## config.mk

```make
export PLATFORM = sky130hd
export DESIGN_NAME = psum_accum_seq
export DESIGN_NICKNAME = d
export VERILOG_FILES = /design/src/rtl/psum_accum_seq.sv
export SDC_FILE = /design/constraint.sdc
export NUM_CORES = 1
export LEC_CHECK = 0
export ABC_AREA = 0
export BUFFER_PORTS_ARGS = -buffer_cell sky130_fd_sc_hd__buf_2
export CAP_MARGIN = 10
export CELL_PAD_IN_SITES_DETAIL_PLACEMENT = 2
export CELL_PAD_IN_SITES_GLOBAL_PLACEMENT = 2
export CORE_AREA = 2 2 220 222
export CTS_BUF_LIST = sky130_fd_sc_hd__clkbuf_8
export DETAILED_ROUTE_END_ITERATION = 6
export DIE_AREA = 0 0 222 224
export GPL_TIMING_DRIVEN = 0
export PLACE_DENSITY_LB_ADDON = 0.15
export SLEW_MARGIN = 0
export SYNTH_ARGS = -nofsm -noshare
export SYNTH_HDL_FRONTEND = slang
export SYNTH_SLANG_ARGS = --single-unit
```

## constraint.sdc

```tcl
create_clock -name i_clk -period 5.05 [get_ports i_clk]
set_input_delay 0.7575 -clock i_clk [delete_from_list [all_inputs] [get_ports i_clk]]
set_output_delay 0.7575 -clock i_clk [all_outputs]
set_load 0.02 [all_outputs]
```

## src/rtl/psum_accum_seq.sv

```systemverilog
// Reads per-kernel-position partial sums from PMEM, streams them into the SFU for accumulation and ReLU, then writes each output pixel back.
// Optional macro PSUM_RD_PIPE_EN registers pmem_q before the SFU, so the read latency becomes 2 cycles.
module psum_accum_seq #(
    parameter int unsigned psum_bw = 16,
    parameter int unsigned col     = 8,
    parameter int unsigned addr_bw = 11,
    parameter int unsigned kpos_bw = 4,
    parameter int unsigned opix_bw = 8
) (
    input  logic                     i_clk,
    input  logic                     i_reset,
    input  logic                     i_start,
    input  logic [kpos_bw-1:0]       i_n_kpos,
    input  logic [opix_bw-1:0]       i_n_opix,
    input  logic [addr_bw-1:0]       i_psum_base,
    input  logic [addr_bw-1:0]       i_out_base,
    output logic                     o_busy,
    output logic                     o_done,
    output logic                     o_pmem_cen,
    output logic                     o_pmem_wen,
    output logic [addr_bw-1:0]       o_pmem_addr,
    output logic [psum_bw*col-1:0]   o_pmem_d,
    input  logic [psum_bw*col-1:0]   i_pmem_q,
    output logic                     o_sfu_acc,
    output logic [psum_bw*col-1:0]   o_sfu_psum,
    input  logic [psum_bw*col-1:0]   i_sfu_out
);

    localparam int unsigned DW       = psum_bw * col;
    localparam int unsigned WCNT_BW  = 2;
`ifdef PSUM_RD_PIPE_EN
    localparam int unsigned RL = 2;
`else
    localparam int unsigned RL = 1;
`endif

    typedef enum logic [2:0] {S_IDLE, S_RD, S_WAIT, S_WR, S_FIN} state_t;

    state_t               r_state, w_nstate;
    logic [kpos_bw-1:0]   r_k, w_k, r_n_kpos;
    logic [opix_bw-1:0]   r_p, w_p, r_n_opix;
    logic [WCNT_BW-1:0]   r_wcnt, w_wcnt;
    logic [addr_bw-1:0]   r_raddr, w_raddr, r_pix_base, w_pix_base, r_out_base;
    logic [addr_bw-1:0]   r_addr, w_addr;
    logic                 r_busy, w_busy, r_done, w_done, r_cen, w_cen, r_wen, w_wen;
    logic                 w_load, w_k_last;
    logic [addr_bw-1:0]   w_opix_ext;
    logic                 r_vld, r_last;
    logic                 w_out_vld, w_out_last;
    logic [DW-1:0]        w_out_data;

    assign w_k_last   = (r_k == r_n_kpos - kpos_bw'(1));
    assign w_opix_ext = addr_bw'(r_n_opix);

    // Next state plus the PMEM/handshake values that will be registered for the next cycle.
    always_comb begin
        w_nstate   = r_state;
        w_k        = r_k;
        w_p        = r_p;
        w_wcnt     = r_wcnt;
        w_raddr    = r_raddr;
        w_pix_base = r_pix_base;
        w_addr     = r_addr;
        w_busy     = 1'b0;
        w_done     = 1'b0;
        w_cen      = 1'b1;
        w_wen      = 1'b1;
        w_load     = 1'b0;
        case (r_state)
            S_IDLE: begin
                if (i_start) begin
                    w_load = 1'b1;
                    if (i_n_kpos == '0 || i_n_opix == '0) begin
                        w_nstate = S_FIN;
                        w_done   = 1'b1;
                    end else begin
                        w_nstate   = S_RD;
                        w_busy     = 1'b1;
                        w_cen      = 1'b0;
                        w_addr     = i_psum_base;
                        w_k        = '0;
                        w_p        = '0;
                        w_pix_base = i_psum_base;
                        w_raddr    = i_psum_base + addr_bw'(i_n_opix);
                    end
                end
            end
            S_RD: begin
                w_busy = 1'b1;
                if (w_k_last) begin
                    w_nstate = S_WAIT;
                    w_wcnt   = '0;
                end else begin
                    w_k     = r_k + kpos_bw'(1);
                    w_cen   = 1'b0;
                    w_addr  = r_raddr;
                    w_raddr = r_raddr + w_opix_ext;
                end
            end
            S_WAIT: begin
                w_busy = 1'b1;
                if (r_wcnt == WCNT_BW'(RL - 1)) begin
                    w_nstate = S_WR;
                    w_cen    = 1'b0;
                    w_wen    = 1'b0;
                    w_addr   = r_out_base + addr_bw'(r_p);
                end else begin
                    w_wcnt = r_wcnt + WCNT_BW'(1);
                end
            end
            S_WR: begin
                w_p = r_p + opix_bw'(1);
                if (r_p == r_n_opix - opix_bw'(1)) begin
                    w_nstate = S_FIN;
                    w_done   = 1'b1;
                end else begin
                    w_nstate   = S_RD;
                    w_busy     = 1'b1;
                    w_cen      = 1'b0;
                    w_k        = '0;
                    w_pix_base = r_pix_base + addr_bw'(1);
                    w_addr     = r_pix_base + addr_bw'(1);
                    w_raddr    = r_pix_base + addr_bw'(1) + w_opix_ext;
                end
            end
            S_FIN:   w_nstate = S_IDLE;
            default: w_nstate = S_IDLE;
        endcase
    end

    always_ff @(posedge i_clk or posedge i_reset) begin
        if (i_reset) begin
            r_state    <= S_IDLE;
            r_k        <= '0;
            r_p        <= '0;
            r_wcnt     <= '0;
            r_raddr    <= '0;
            r_pix_base <= '0;
            r_addr     <= '0;
            r_busy     <= 1'b0;
            r_done     <= 1'b0;
            r_cen      <= 1'b1;
            r_wen      <= 1'b1;
            r_n_kpos   <= '0;
            r_n_opix   <= '0;
            r_out_base <= '0;
        end else begin
            r_state    <= w_nstate;
            r_k        <= w_k;
            r_p        <= w_p;
            r_wcnt     <= w_wcnt;
            r_raddr    <= w_raddr;
            r_pix_base <= w_pix_base;
            r_addr     <= w_addr;
            r_busy     <= w_busy;
            r_done     <= w_done;
            r_cen      <= w_cen;
            r_wen      <= w_wen;
            if (w_load) begin
                r_n_kpos   <= i_n_kpos;
                r_n_opix   <= i_n_opix;
                r_out_base <= i_out_base;
            end
        end
    end

    // Valid/last flags follow each issued read so they line up with pmem_q.
    always_ff @(posedge i_clk or posedge i_reset) begin
        if (i_reset) begin
            r_vld  <= 1'b0;
            r_last <= 1'b0;
        end else begin
            r_vld  <= (r_state == S_RD);
            r_last <= (r_state == S_RD) && w_k_last;
        end
    end

`ifdef PSUM_RD_PIPE_EN
    logic          r_vld2, r_last2;
    logic [DW-1:0] r_q;

    always_ff @(posedge i_clk or posedge i_reset) begin
        if (i_reset) begin
            r_vld2  <= 1'b0;
            r_last2 <= 1'b0;
            r_q     <= '0;
        end else begin
            r_vld2  <= r_vld;
            r_last2 <= r_last;
            r_q     <= i_pmem_q;
        end
    end

    assign w_out_vld  = r_vld2;
    assign w_out_last = r_last2;
    assign w_out_data = r_q;
`else
    assign w_out_vld  = r_vld;
    assign w_out_last = r_last;
    assign w_out_data = i_pmem_q;
`endif

    // Idle cycles feed zeros with acc high so the SFU accumulator holds.
    assign o_sfu_psum  = w_out_vld ? w_out_data : '0;
    assign o_sfu_acc   = ~(w_out_vld & w_out_last);
    assign o_pmem_d    = (r_state == S_WR) ? i_sfu_out : '0;
    assign o_busy      = r_busy;
    assign o_done      = r_done;
    assign o_pmem_cen  = r_cen;
    assign o_pmem_wen  = r_wen;
    assign o_pmem_addr = r_addr;

endmodule

```

* Yosys cells after proc, flatten, opt, wreduce, memory -nomap -nowiden *
Cells that the tools add are included.

storage, ports and cells
  bits in registers = 79
  input port bits = 293
  output and inout bits = 272
  logic and storage cells = 103

operators by class
  $add $sub $neg = 10
  equal/unequal tests = 12
  muxes and demuxes = 46
  bitwise gates (word level) = 2
  reduce and logical (&&, ||, !) cells = 17

operator list
  kind                   count
  $mux 128               2
  $mux 11                9
  $add 11x8->11          4
  $pmux 11 s4            1
  $pmux 11 s3            1
  $pmux 11 s2            1
  $mux 4                 4
  $mux 8                 2
  $pmux 8 s2             1
  $mux 3                 5
  $ne 2x2->1 const B     7
  $mux 1                 12
  $pmux 3 s4             1
  $pmux 4 s3             1
  $add 11x1->11 const B  1
  $reduce_and 3->1       3
  $add 8x1->8 const B    1
  $eq 8x8->1             1
  $logic_not 8->1        1
  $sub 8x1->8 const B    1
  $eq 3x2->1 const B     2
  $reduce_and 6->1       1
  $reduce_and 5->1       1
  $add 4x1->4 const B    1
  21 further kinds       23

* Longest topological paths before layout *
  depth after elaboration = 5
  gate-level depth with buffers = 16
  mapped depth without buffers = 14

* Worst setup path after synthesis *
Ideal clock, no wire load.

  path type = register to register
  from = register r_state[0]
  to = register r_raddr[10]
  library setup time = 121 ps
  data arrival time = 3,169 ps
  required time = 4,929 ps
  path slack = 1,760 ps
  cell stages (with the launch flop) = 17
  path buffers = 3
  clock period less this slack = 3,290 ps
  path through = dfrtp_1 nand3b_1 clkbuf_1 clkbuf_1 clkbuf_1 nand2_1 o21ai_0 ha_1 inv_1 fa_1 nor2b_1 o31a_1 o21ai_0 nor3_2 xnor2_1 a21oi_1 a22o_1

on the way
  longest elaborated chain between the ends = 3
  elaborated cells on any way between the ends = 10
  classes of those cells = eq/ne: 6; mux: 1; reduce/logical: 3

ends and longest elaborated chain
  element                                                           RTL line  RTL
  start, declared                                                   39        state_t r_state, w_nstate;
  start signal, assigned                                            148       r_state <= w_nstate;
  $eq 3x2->1, or another cell as far along                          69        case (r_state)
  $ne 2x2->1 (no line) / $reduce_bool 3->1 (equally long branches)  --
  $reduce_and 5->1 (no line)                                        --
  end signal, assigned                                              152       r_raddr <= w_raddr;
  end, declared                                                     43        logic [addr_bw-1:0] r_raddr, w_raddr, r_pix_base, w_pix_base, r_out_base;

Several ways; a longest one is shown, not always the timed one.
A chain may end at the register's enable or synchronous reset.

* Worst setup path in the final report *
  from = register r_state[2]
  to = register r_raddr[10]

Same word-level chain as after synthesis.

==> results_dict.tcl <==
set metrics [dict create \
    cts_root_buffer "clkbuf_8" \
    die_area_um2 49700 \
    async_reset_ff_frac 1.00 \
    grt_pass1_wl_um 76000 \
    clkSlewWorstSetupHoldPaths_ns 0.10 \
    clk_latency_ns 0.39 \
    ios 565 \
    cts_inserted_buffers 9 \
    ys_types 65 \
    placed_cells 2087 \
    cts_max_level 3 \
    syn-instance-count 908 \
    fin_crit_sh 0.917 \
    via_count 8990 \
    final_cell_mix "buf_2, and2_1, dfrtp_1, nand2_1, nor2_1" \
    status "finished, final reports clean" \
    synthesis.nets 1234 \
    hold_class "input pin to asynchronous set/reset pin" \
    drive_above_1_share 0.419 \
    grt_max_degree 61 \
    track_usage 0.216 \
    antenna_found_initial 12 \
    hold_buffers 0 \
    rsz0062_at_grt "false" \
    drc 0 \
    final_common_cell "buf_2" \
    max_clock_freq_mhz 216 \
    grt_pass1_vias 9567 \
    core_area_um2 47300 \
    initial_core_util 0.153 \
    place_congestion 0.792 \
    postRouteAntennaNets 0 \
    ir_drop_mv 0.184 \
    fin_worst_skew_ns 0.00882 \
    timing.rr.end "r_raddr[10]" \
    min_period_ns 4.63 \
    dp_hpwl_um 49000 \
    critPathArrivalTime_ns 4.91 \
    r2r-start "r_state[2]" \
    crit_fanout 10 \
    vias_per_cell 4.26 \
    ctsResizeCount 0 \
    synth_area_um2 7260 \
    cts_tree "yes" \
    n_fill_cell 5614 \
    synth_edf_count 0 \
    dp_slack_ns 0.467 \
    startpoint "r_state[2]" \
    fin_ws_ns 0.419 \
    power_leakage_nw 5.73 \
    synth_seq_area_share 0.273 \
    synth_seq_cells 79 \
    p_per_area_nw_per_um2 505 \
    die_h_um 224 \
    path_class "flip-flop to flip-flop" \
    die_w_um 222 \
    drt_iter0_drc 325 \
    finalSetupViolations 0 \
    cts_setup_buffers 0 \
    port_buffers 563 \
    required_ns 5.33 \
    crit_path_end "r_raddr[10]" \
    synth_top_flop_cell "dfrtp_1" \
    reg2regPathDepth 16 \
    r2r_slack_ns 0.42 \
    grt_overflow_total 0 \
    avgSynthCellArea_um2 8.00 \
    rows 80 \
    yosysWarnings 0 \
    area_delta_synth_final_pct 53.1 \
    fin_tns_setup_ns 0 \
    maxCapViolCount 0 \
    hold_viol_final 0 \
    setup.worst_path.end_class "flip-flop" \
    drt_wl_total_um 55500 \
    drtPass1Iterations 4 \
    clock-sinks 79 \
    worstMarginPinSlew_ns 1.10 \
    fin_nets 1809 \
    final_cells 2109 \
    route.detailed.wl_per_inst_um 26.3 \
    slew_headroom 0.265 \
    critPathLaunchType "flip-flop" \
    drv_slew 0 \
    cts_buffer_depth 2 \
]
==> critical path, stage by stage (launching register included) <==
cell      delay (ns)
dfrtp_1         0.42
nand3b_1        0.37
clkbuf_1        0.52
clkbuf_1        0.58
clkbuf_1        0.41
nand2_1         0.09
o21ai_0         0.12
ha_1            0.22
inv_1           0.06
fa_1            0.37
nor2b_1         0.23
o31a_1          0.24
o21ai_0         0.20
nor3_2          0.23
xnor2_1         0.14
a21oi_1         0.09
a22o_1          0.22
==> worst min-delay path by stage <==
stage / from / end / slack, ns / cells past startpoint
floorplan: r_wcnt[1] / r_wcnt[1] / 0.47 / 1
global placement: o_pmem_addr[1] / o_pmem_addr[1] / 0.48 / 2
detailed placement: o_pmem_addr[1] / o_pmem_addr[1] / 0.49 / 2
CTS: i_reset / r_n_kpos[2] / 0.32 / 2
global route: i_reset / r_n_kpos[2] / 0.33 / 2
finish: i_reset / o_pmem_addr[0] / 0.33 / 2
==> per-layer routing <==
metal | up-vias | track usage | routed length, um
li1 | 4231 | - | -
met1 | 4397 | 0.296 | 24800
met2 | 341 | 0.312 | 22800
met3 | 17 | 0.113 | 7700
met4 | 4 | 0.0159 | 187
met5 | - | 0 | 23
==> report_power, final <==
group	internal, mW	switching, mW	total [mW]
Sequential	0.924	0.338	1.26
Combinational	1.49	2.28	3.77
Clock	0.280	0.298	0.577
Total	2.69	2.92	5.61
==> final cells by class <==
| type | count | area (um2) | area share |
|---|---|---|---|
| clock inverters | 7 | 96.3 | 0.00866 |
| well taps | 615 | 769 | 0.0692 |
| repair buffers | 564 | 2850 | 0.256 |
| multi-input cells | 744 | 4940 | 0.444 |
| plain buffers | 60 | 253 | 0.0227 |
| inverters | 25 | 96.3 | 0.00866 |
| diodes | 6 | 15.0 | 0.00135 |
| clock buffers | 9 | 124 | 0.0111 |
| flip-flops and latches | 79 | 1980 | 0.178 |
==> kinds of logic after synthesis <==
logic type	share of synthesized area
flip-flops	0.273
AND/OR/NAND/NOR	0.364
AO/OA/AOI/OAI	0.155
XOR/XNOR	0.0579
multiplexers	0.0420
buffers and inverters	0.0477
adder cells (fa/ha/maj)	0.0600
==> metrics by stage <==
stage                     total power [mW]  hold slack [ns]  cell area [um2]  utilization
after CTS                             5.71            0.320            11100        0.235
final                                 5.61            0.330            11100        0.235
after global routing                  6.13            0.334            11100        0.235
after floorplan                       3.58            0.466             7260            -
after detailed placement              5.10            0.487            10900        0.230
after global placement                5.03            0.476            10800        0.229
==> Yosys cell counts (6+ instances only) <==
cell | number | area, um2
nor3b_1 | 6 | 45.0
o21ai_0 | 34 | 170
o22a_1 | 8 | 70.1
nand4_1 | 13 | 81.3
inv_1 | 25 | 93.8
clkbuf_1 | 52 | 195
o21a_1 | 10 | 75.1
nor3_1 | 9 | 45.0
ha_1 | 30 | 375
a21o_1 | 10 | 75.1
nor2_1 | 58 | 218
nand2_1 | 60 | 225
a211oi_1 | 8 | 60.1
xor2_1 | 17 | 149
a21oi_1 | 44 | 220
a31oi_1 | 12 | 75.1
and2_1 | 261 | 1630
dfrtp_1 | 77 | 1930
and3_1 | 10 | 62.6
nand2b_1 | 6 | 37.5
mux2_2 | 20 | 225
xnor2_1 | 31 | 272
nor2b_1 | 11 | 68.8
nand3_1 | 11 | 55.1
==> sequential cells by signal, indices dropped and copies added, names as in the netlist <==
register	count
o_busy	1
o_done	1
o_pmem_addr	11
o_pmem_cen	1
o_pmem_wen	1
r_k	4
r_last	1
r_n_kpos	4
r_n_opix	8
r_out_base	11
r_p	8
r_pix_base	11
r_raddr	11
r_state	3
r_vld	1
r_wcnt	2
Note: power is estimated with default switching activity, not from simulation.
